File: config.mk
export PLATFORM = sky130hd
export DESIGN_NAME = debug_step_ctrl_flat
export DESIGN_NICKNAME = d
export VERILOG_FILES = /design/src/rtl/debug_step_ctrl_if.sv /design/src/rtl/debug_step_ctrl.sv /design/src/flat_wrapper.sv
export SDC_FILE = /design/constraint.sdc
export NUM_CORES = 1
export LEC_CHECK = 0
export BUFFER_PORTS_ARGS = -buffer_cell sky130_fd_sc_hd__clkbuf_2
export CAP_MARGIN = 20
export CORE_MARGIN = 2
export CORE_UTILIZATION = 57
export CTS_BUF_LIST = sky130_fd_sc_hd__clkbuf_8
export DETAILED_ROUTE_END_ITERATION = 16
export GPL_TIMING_DRIVEN = 0
export PLACE_DENSITY = 0.85
export SYNTH_ARGS = -nofsm -noshare
export SYNTH_HDL_FRONTEND = slang
export SYNTH_SLANG_ARGS = --single-unit
File: constraint.sdc
create_clock -name clk -period 4.45 [get_ports clk]
set_input_delay 0.445 -clock clk [delete_from_list [all_inputs] [get_ports clk]]
set_output_delay 0.445 -clock clk [all_outputs]
set_load 0.01 [all_outputs]
File: src/rtl/debug_step_ctrl_if.sv
// ---------------------------------------------------------------------------
// debug_step_ctrl_if
// Groups the debug-panel inputs, the CPU status the step controller watches,
// and the control/status lines it returns to the CPU control unit.
//   sw_debug   : halt/step mode request level (asynchronous)
//   btn_step   : raw, bouncing step push-button (asynchronous)
//   burst_n    : steps per press (0 treated as 1)
//   pc         : current CPU program counter
//   bp_addr    : breakpoint address
//   bp_en      : breakpoint enable
//   debug_en   : suspend the CPU except on step edges
//   debug_step : each rising edge grants one CPU cycle
//   halted     : controller is parked in HALT
//   bp_hit     : sticky breakpoint-halt flag
//   steps_done : count of issued step pulses (wraps)
// master = panel/CPU side, slave = debug_step_ctrl.
// ---------------------------------------------------------------------------
interface debug_step_ctrl_if #(
    parameter int CNT_W = 16
);
    logic             sw_debug;
    logic             btn_step;
    logic [7:0]       burst_n;
    logic [31:0]      pc;
    logic [31:0]      bp_addr;
    logic             bp_en;
    logic             debug_en;
    logic             debug_step;
    logic             halted;
    logic             bp_hit;
    logic [CNT_W-1:0] steps_done;

    modport master (
        output sw_debug, btn_step, burst_n, pc, bp_addr, bp_en,
        input  debug_en, debug_step, halted, bp_hit, steps_done
    );

    modport slave (
        input  sw_debug, btn_step, burst_n, pc, bp_addr, bp_en,
        output debug_en, debug_step, halted, bp_hit, steps_done
    );
endinterface

File: src/rtl/debug_step_ctrl.sv
// ---------------------------------------------------------------------------
// debug_step_ctrl
// Single-step / breakpoint controller for a CPU. Synchronizes the debug
// switch and step button, debounces the button, and sequences bursts of
// one-cycle step pulses. Halts on the switch or on a PC breakpoint.
// Ports:
//   clk  : main clock
//   rst  : synchronous active-high reset
//   dbg  : debug_step_ctrl_if.slave (panel inputs, PC/breakpoint, CPU control
//          and status outputs); all outputs are registered.
// ---------------------------------------------------------------------------
module debug_step_ctrl #(
    parameter int DEB_CYCLES = 16,
    parameter int CNT_W      = 16
) (
    input  logic              clk,
    input  logic              rst,
    debug_step_ctrl_if.slave  dbg
);
    localparam int DW = (DEB_CYCLES < 2) ? 1 : $clog2(DEB_CYCLES);
    localparam logic [DW-1:0] DEB_LAST = DW'(DEB_CYCLES - 1);

    typedef enum logic [1:0] {
        S_RUN,
        S_HALT,
        S_STEP_HI,
        S_STEP_LO
    } state_e;

    // synchronizers / debouncer
    logic          sw_s1_q, sw_s2_q;
    logic          btn_s1_q, btn_s2_q;
    logic          deb_q, deb_d;
    logic [DW-1:0] deb_cnt_q, deb_cnt_d;
    logic          step_req_q;
    logic [31:0]   pc_prev_q;

    // step FSM
    state_e           state_q, state_d;
    logic [7:0]       rem_q, rem_d;
    logic             bp_hit_q, bp_hit_d;
    logic [CNT_W-1:0] steps_q, steps_d;
    logic             debug_en_q, debug_en_d;
    logic             debug_step_q, debug_step_d;
    logic             halted_q, halted_d;

    logic bp_match;

    // Breakpoint fires only on the cycle the PC lands on bp_addr, so a CPU
    // parked on the breakpoint address can be resumed without re-hitting.
    assign bp_match = dbg.bp_en && (dbg.pc != pc_prev_q) && (dbg.pc == dbg.bp_addr);

    // Debouncer: the output follows the synchronized button only after it
    // has disagreed for DEB_CYCLES consecutive cycles; agreement clears it.
    always_comb begin
        deb_d     = deb_q;
        deb_cnt_d = '0;
        if (btn_s2_q != deb_q) begin
            if (deb_cnt_q == DEB_LAST) begin
                deb_d = btn_s2_q;
            end else begin
                deb_cnt_d = deb_cnt_q + DW'(1);
            end
        end
    end

    always_ff @(posedge clk) begin
        if (rst) begin
            sw_s1_q    <= 1'b0;
            sw_s2_q    <= 1'b0;
            btn_s1_q   <= 1'b0;
            btn_s2_q   <= 1'b0;
            deb_q      <= 1'b0;
            deb_cnt_q  <= '0;
            step_req_q <= 1'b0;
            pc_prev_q  <= '0;
        end else begin
            sw_s1_q    <= dbg.sw_debug;
            sw_s2_q    <= sw_s1_q;
            btn_s1_q   <= dbg.btn_step;
            btn_s2_q   <= btn_s1_q;
            deb_q      <= deb_d;
            deb_cnt_q  <= deb_cnt_d;
            step_req_q <= deb_d & ~deb_q;
            pc_prev_q  <= dbg.pc;
        end
    end

    // Next-state logic. steps_done is bumped on every entry to STEP_HI so it
    // changes on the same edge that raises debug_step.
    always_comb begin
        state_d  = state_q;
        rem_d    = rem_q;
        bp_hit_d = bp_hit_q;
        steps_d  = steps_q;
        unique case (state_q)
            S_RUN: begin
                if (bp_match) begin
                    state_d  = S_HALT;
                    bp_hit_d = 1'b1;
                end else if (sw_s2_q) begin
                    state_d = S_HALT;
                end
            end
            S_HALT: begin
                if (!sw_s2_q) begin
                    // Switch released: leave at once, unless parked on a
                    // breakpoint, in which case a press resumes past it.
                    if (!bp_hit_q) begin
                        state_d = S_RUN;
                    end else if (step_req_q) begin
                        bp_hit_d = 1'b0;
                        state_d  = S_RUN;
                    end
                end else if (step_req_q) begin
                    rem_d   = (dbg.burst_n == 8'd0) ? 8'd1 : dbg.burst_n;
                    state_d = S_STEP_HI;
                    steps_d = steps_q + CNT_W'(1);
                end
            end
            S_STEP_HI: begin
                state_d = S_STEP_LO;
            end
            S_STEP_LO: begin
                rem_d = rem_q - 8'd1;
                if (bp_match) begin
                    bp_hit_d = 1'b1;
                    state_d  = S_HALT;
                end else if (rem_d == 8'd0) begin
                    state_d = S_HALT;
                end else begin
                    state_d = S_STEP_HI;
                    steps_d = steps_q + CNT_W'(1);
                end
            end
            default: state_d = S_RUN;
        endcase
    end

    // Outputs are decoded from the next state and registered alongside it.
    always_comb begin
        debug_en_d   = (state_d != S_RUN);
        debug_step_d = (state_d == S_STEP_HI);
        halted_d     = (state_d == S_HALT);
    end

    always_ff @(posedge clk) begin
        if (rst) begin
            state_q      <= S_RUN;
            rem_q        <= '0;
            bp_hit_q     <= 1'b0;
            steps_q      <= '0;
            debug_en_q   <= 1'b0;
            debug_step_q <= 1'b0;
            halted_q     <= 1'b0;
        end else begin
            state_q      <= state_d;
            rem_q        <= rem_d;
            bp_hit_q     <= bp_hit_d;
            steps_q      <= steps_d;
            debug_en_q   <= debug_en_d;
            debug_step_q <= debug_step_d;
            halted_q     <= halted_d;
        end
    end

    assign dbg.debug_en   = debug_en_q;
    assign dbg.debug_step = debug_step_q;
    assign dbg.halted     = halted_q;
    assign dbg.bp_hit     = bp_hit_q;
    assign dbg.steps_done = steps_q;

endmodule

File: src/flat_wrapper.sv
// flat-port wrapper written by rule: the top's interface ports become plain ports
module debug_step_ctrl_flat 
#(
    parameter int DEB_CYCLES = 16,
    parameter int CNT_W      = 16
)
  (clk, rst, dbg_sw_debug, dbg_btn_step, dbg_burst_n, dbg_pc, dbg_bp_addr, dbg_bp_en, dbg_debug_en, dbg_debug_step, dbg_halted, dbg_bp_hit, dbg_steps_done);
  debug_step_ctrl_if #(.CNT_W(CNT_W)) dbg_i ();
  input  logic clk;
  input  logic rst;
  input wire logic [$bits(dbg_i.sw_debug)-1:0] dbg_sw_debug;
  input wire logic [$bits(dbg_i.btn_step)-1:0] dbg_btn_step;
  input wire logic [$bits(dbg_i.burst_n)-1:0] dbg_burst_n;
  input wire logic [$bits(dbg_i.pc)-1:0] dbg_pc;
  input wire logic [$bits(dbg_i.bp_addr)-1:0] dbg_bp_addr;
  input wire logic [$bits(dbg_i.bp_en)-1:0] dbg_bp_en;
  output wire logic [$bits(dbg_i.debug_en)-1:0] dbg_debug_en;
  output wire logic [$bits(dbg_i.debug_step)-1:0] dbg_debug_step;
  output wire logic [$bits(dbg_i.halted)-1:0] dbg_halted;
  output wire logic [$bits(dbg_i.bp_hit)-1:0] dbg_bp_hit;
  output wire logic [$bits(dbg_i.steps_done)-1:0] dbg_steps_done;
  assign dbg_i.sw_debug = dbg_sw_debug;
  assign dbg_i.btn_step = dbg_btn_step;
  assign dbg_i.burst_n = dbg_burst_n;
  assign dbg_i.pc = dbg_pc;
  assign dbg_i.bp_addr = dbg_bp_addr;
  assign dbg_i.bp_en = dbg_bp_en;
  assign dbg_debug_en = dbg_i.debug_en;
  assign dbg_debug_step = dbg_i.debug_step;
  assign dbg_halted = dbg_i.halted;
  assign dbg_bp_hit = dbg_i.bp_hit;
  assign dbg_steps_done = dbg_i.steps_done;
  debug_step_ctrl #(.DEB_CYCLES(DEB_CYCLES), .CNT_W(CNT_W)) u_core (.clk(clk), .rst(rst), .dbg(dbg_i));
endmodule
Word level (Yosys, flattened, before mapping)
Index checks and enable logic that the tools add are counted.

cells by class
  add/sub/neg operators = 3
  eq/ne operators = 15
  muxes and demuxes = 25
  bitwise logic cells = 3
  reduce and logical (&&, ||, !) cells = 13

operator list
  operator                                                                  number
  16-bit 2-to-1 mux                                                         4
  32-bit equality test                                                      1
  32-bit inequality test                                                    1
  16-bit case mux with 2 select lines                                       1
  8-bit 2-to-1 mux                                                          3
  16-bit by 1-bit adder with 16-bit output (second input constant)          1
  8-bit zero test                                                           2
  2-bit 2-to-1 mux                                                          8
  8-bit case mux with 2 select lines                                        1
  2-bit case mux with 4 select lines                                        1
  8-bit by 1-bit subtractor with 8-bit output (second input constant)       1
  2-bit equality test (second input constant)                               3
  1-bit 2-to-1 mux                                                          6
  2-bit by 1-bit inequality test with 1-bit output (second input constant)  3
  2-bit inequality test (second input constant)                             3
  3-bit AND reduction                                                       2
  2-bit nonzero test                                                        3
  5-bit AND reduction                                                       1
  4-bit by 1-bit adder with 4-bit output (second input constant)            1
  2-bit by 1-bit equality test with 1-bit output (second input constant)    2
  4-bit equality test (second input constant)                               1
  3-bit OR reduction                                                        1
  1-bit logical AND                                                         2
  2-bit zero test                                                           1
  5 further kinds                                                           6

storage, ports and cells
  register bits = 72
  input bits = 77
  output and inout port bits = 20
  logic and storage cells = 74

Depth between registers and ports, before layout
  word-level depth = 6
  gate-level depth with buffers = 10
  depth with buffers taken out = 9

Least setup slack after synthesis
OpenSTA, ideal clock, no wires.

  path kind = reg-to-reg
  start point = register u_core.rem_q[0]
  end point = register u_core.steps_q[1], in the netlist u_core.dbg.steps_done[1]
  library setup time = 128 ps
  data arrival time = 2174 ps
  required time = 4322 ps
  path slack = 2148 ps
  stages on the path, launching flop included = 11
  buffers on the path = 1
  period minus slack after synthesis = 2302 ps
  cells stage by stage = dfxtp_1 > inv_1 > ha_1 > or3b_4 > o31a_1 > nor3_4 > nor2_2 > a22oi_2 > buf_6 > mux2i_1 > nor2_1

on the way
  cells in the longest elaborated chain, start to end = 4

RTL lines
  item                                         RTL line                source
  from (decl)                                  debug_step_ctrl.sv:40   logic [7:0] rem_q, rem_d;
  from (signal assigned)                       debug_step_ctrl.sv:158  rem_q <= rem_d;
  8-bit by 1-bit subtractor with 8-bit output  debug_step_ctrl.sv:125  rem_d = rem_q - 8'd1;
  8-bit zero test                              debug_step_ctrl.sv:129  end else if (rem_d == 8'd0) begin
  2-bit inequality test (no line)              --
  5-bit AND reduction (no line)                --
  to (signal assigned)                         debug_step_ctrl.sv:160  steps_q <= steps_d;
  to (decl)                                    debug_step_ctrl.sv:42   logic [CNT_W-1:0] steps_q, steps_d;

Every way passes these cells.
A chain may end at the register's enable or synchronous reset.

Final worst setup path
Same ends and word-level chain as after synthesis.

==> flow_metrics.tcl <==
set metrics [dict create \
    ys_types 51 \
    io_pins 97 \
    grt_max_degree 13 \
    slew_viol_final 0 \
    numCtsBuffers 9 \
    synth_xor_area_frac 0.1682 \
    cpMaxStageDelayCell "or3b_4" \
    top_layer "met4" \
    drive_above_1_share 0.2510 \
    required_ns 4.67 \
    ys.flop_type "dfxtp_1" \
    syn_to_final_growth_pct 22.12 \
    multi_input_area_sq_um 2061 \
    wl_met1_mm 3.590 \
    cts_tree "built" \
    hpwl_mm 6.332 \
    grt_usage 0.2447 \
    arrival_ns 2.87 \
    die_h_um 83.39 \
    yosys.area_share.adder 0.02786 \
    layout.nets 586 \
    die_area_sq_um 6953 \
    vias 3180 \
    route.detailed.drc 0 \
    cts-root-buf "clkbuf_8" \
    clockBufferDepth 2 \
    fillCellCount 471 \
    outcome "finished clean" \
    yosysMostFrequentCell "dfxtp_1" \
    clkSinkCount 72 \
    synth-simple-area-share 0.2529 \
    async_reset_ff_frac 0 \
    wl_mm 8.190 \
    grt_overflow 0 \
    netlist_top_cells_count "dfxtp_1 (72), nor2b_1 (37), xnor2_1 (35)" \
    worstMarginPinSlew_ns 0.5653 \
    grt_pass1_vias 3003 \
    seqCellArea_sq_um 1441 \
    ys_top_cells_by_area "dfxtp_1 (40%), xnor2_1 (8.5%), xor2_1 (8.3%), nor2b_1 (6.4%), a21oi_1 (3.8%)" \
    htree_levels 3 \
    io_buffers 96 \
    final_cell_count_no_fill 581 \
    muxShareOfSynthArea 0.008359 \
    maxSlewHeadroom 0.6227 \
    clock_skew_ns 0.008662 \
    synth_top_area_frac 0.4013 \
    fin_crit_ns 2.649 \
    post_cts_resized 0 \
    vias_per_cell 5.473 \
    avgSynthCellArea_sq_um 9.117 \
    yosysTopAreaCell "dfxtp_1" \
    postSynthCellCount 394 \
    syn-num-nets 479 \
    setup_tns_ns 0 \
    wl_met3_um 417 \
    end_kind "flop" \
    synth-compound-area-share 0.1163 \
    gp_congestion 0.9183 \
    synth_top_family_by_area "simple AND/OR/NAND/NOR gates" \
    antenna_cells 0 \
    leakage_nw 1.815 \
    vdd_ir_drop_max_uv 207.4 \
    cts_setup_buffers 0 \
    drt.antenna.violating_nets 0 \
    setup_viol 0 \
    critical-path-max-stage-delay_ns 0.44 \
    cp_num_buf_inv 2 \
    wl_per_cell_um 14.10 \
    wl_met2_mm 3.971 \
    grt_pass1_wl_mm 13.70 \
    firstDrtPassIters 5 \
    hold_viol_final 0 \
    ys.warnings.count 0 \
    die_w_um 83.39 \
    synth-seq-area-share 0.4013 \
    max_freq_mhz 377.6 \
    start_kind "flop" \
    start_util 0.5996 \
    hold_class "in -> reg" \
    ys_ff_latch 72 \
    p_per_area_nw_per_um2 323.1 \
    dp_cells 565 \
    cp_top_family "simple AND/OR/NAND/NOR gates" \
    synth_edf_count 0 \
    syn_area_sq_um 3592 \
    core_sq_um 5991 \
    drv_cap 0 \
    clkLatencyLatePin_ns 0.35 \
    holdWs_ns 0.3054 \
    crit_path_max_fanout 10 \
    rows 28 \
    crit_path_cell_trace "inv_1, ha_1, or3b_4, o31a_1, nor3_4, nor2_2, a22oi_2, buf_6, mux2i_1, nor2_1" \
    antenna_found_initial 0 \
    fin_crit_sh 0.5952 \
    first_iter_violations 177 \
    clkTransAtPathRegs_ns 0.08 \
    crit_type "reg -> reg" \
    rsz0062_at_grt "false" \
    ctsHoldBuffers 0 \
]
==> path summary, 6_finish.rpt <==
path	startpoint	to	slack (ns)	cells after the start
worst min register to register	u_core.deb_cnt_q[0]$_SDFF_PP0_	u_core.deb_cnt_q[0]$_SDFF_PP0_	0.45	1
worst min-delay path	dbg_btn_step	u_core.btn_s1_q$_SDFF_PP0_	0.31	2
worst max-delay path	u_core.rem_q[0]$_SDFFE_PP0P_	u_core.dbg.steps_done[1]$_SDFFE_PP0P_	1.80	10
worst max register to register	u_core.rem_q[0]$_SDFFE_PP0P_	u_core.dbg.steps_done[1]$_SDFFE_PP0P_	1.80	10
==> final cells by class <==
type | count | share of cell area
Tap cell | 75 | 0.02139
Buffer | 11 | 0.01112
Multi-Input combinational cell | 300 | 0.4698
Clock inverter | 6 | 0.01882
Inverter | 11 | 0.009412
Timing Repair Buffer | 96 | 0.1095
Sequential cell | 72 | 0.3286
Clock buffer | 10 | 0.03137
==> metal layers <==
metal / GRT usage / up-vias
met5: 0 / -
met4: 0.1148 / 0
met3: 0.04672 / 21
met2: 0.4069 / 92
met1: 0.3053 / 1479
li1: - / 1588
==> kinds of logic (layout without fill, tap and decap cells) <==
family | Yosys count | count (layout)
compound gates | 67 | 67
flops | 72 | 72
buf+inv | 22 | 134
simple gates | 153 | 153
fa+ha+maj | 8 | 8
mux | 3 | 3
xor+xnor | 69 | 69
==> through the flow <==
stage               total power [W]    util  setup slack [ns]  instance area, sq um
finish                     0.001417  0.7322             1.801                  4387
global route               0.001471  0.7322             1.721                  4387
CTS                        0.001422  0.7322             1.818                  4387
detailed placement        0.0008603  0.6955             1.668                  4167
global placement          0.0008533  0.6955             1.767                  4167
floorplan                 0.0007852       -             2.148                  3592
==> cells in the final DEF, fill, tap and decap left out, types with 2 or more instances in the layout <==
| cell type | count |
|---|---|
| and2_1 | 3 |
| ha_1 | 8 |
| clkbuf_8 | 10 |
| clkbuf_1 | 9 |
| nor2_2 | 2 |
| nor2_1 | 24 |
| mux2i_1 | 3 |
| a211oi_1 | 5 |
| and3_1 | 3 |
| bufinv_16 | 2 |
| nor3_1 | 6 |
| xnor2_1 | 35 |
| or4_1 | 3 |
| clkinv_2 | 2 |
| dfxtp_1 | 72 |
| or3_1 | 12 |
| o21a_4 | 2 |
| nand4_1 | 11 |
| xor2_1 | 34 |
| a21oi_1 | 27 |
| nand2_1 | 17 |
| o21ai_0 | 17 |
| nand3_1 | 9 |
| o31ai_1 | 4 |
| nor4_2 | 2 |
| nand3b_1 | 4 |
| clkbuf_2 | 96 |
| nor2b_1 | 37 |
| nor4_1 | 10 |
| inv_1 | 11 |
==> flip-flops by register name (all words and copies together), names as in the netlist, 2 cells and up <==
register	count
u_core.dbg.steps_done	16
u_core.deb_cnt_q	4
u_core.pc_prev_q	32
u_core.rem_q	8
u_core.state_q	2
==> report_power, final <==
group          leakage [nW]  switching [W]  internal [W]
Sequential            0.590      0.0000119      0.000668
Clock                 0.118       0.000242      0.000329
Combinational          1.11      0.0000847     0.0000821
(Power assumes the default switching activity.)
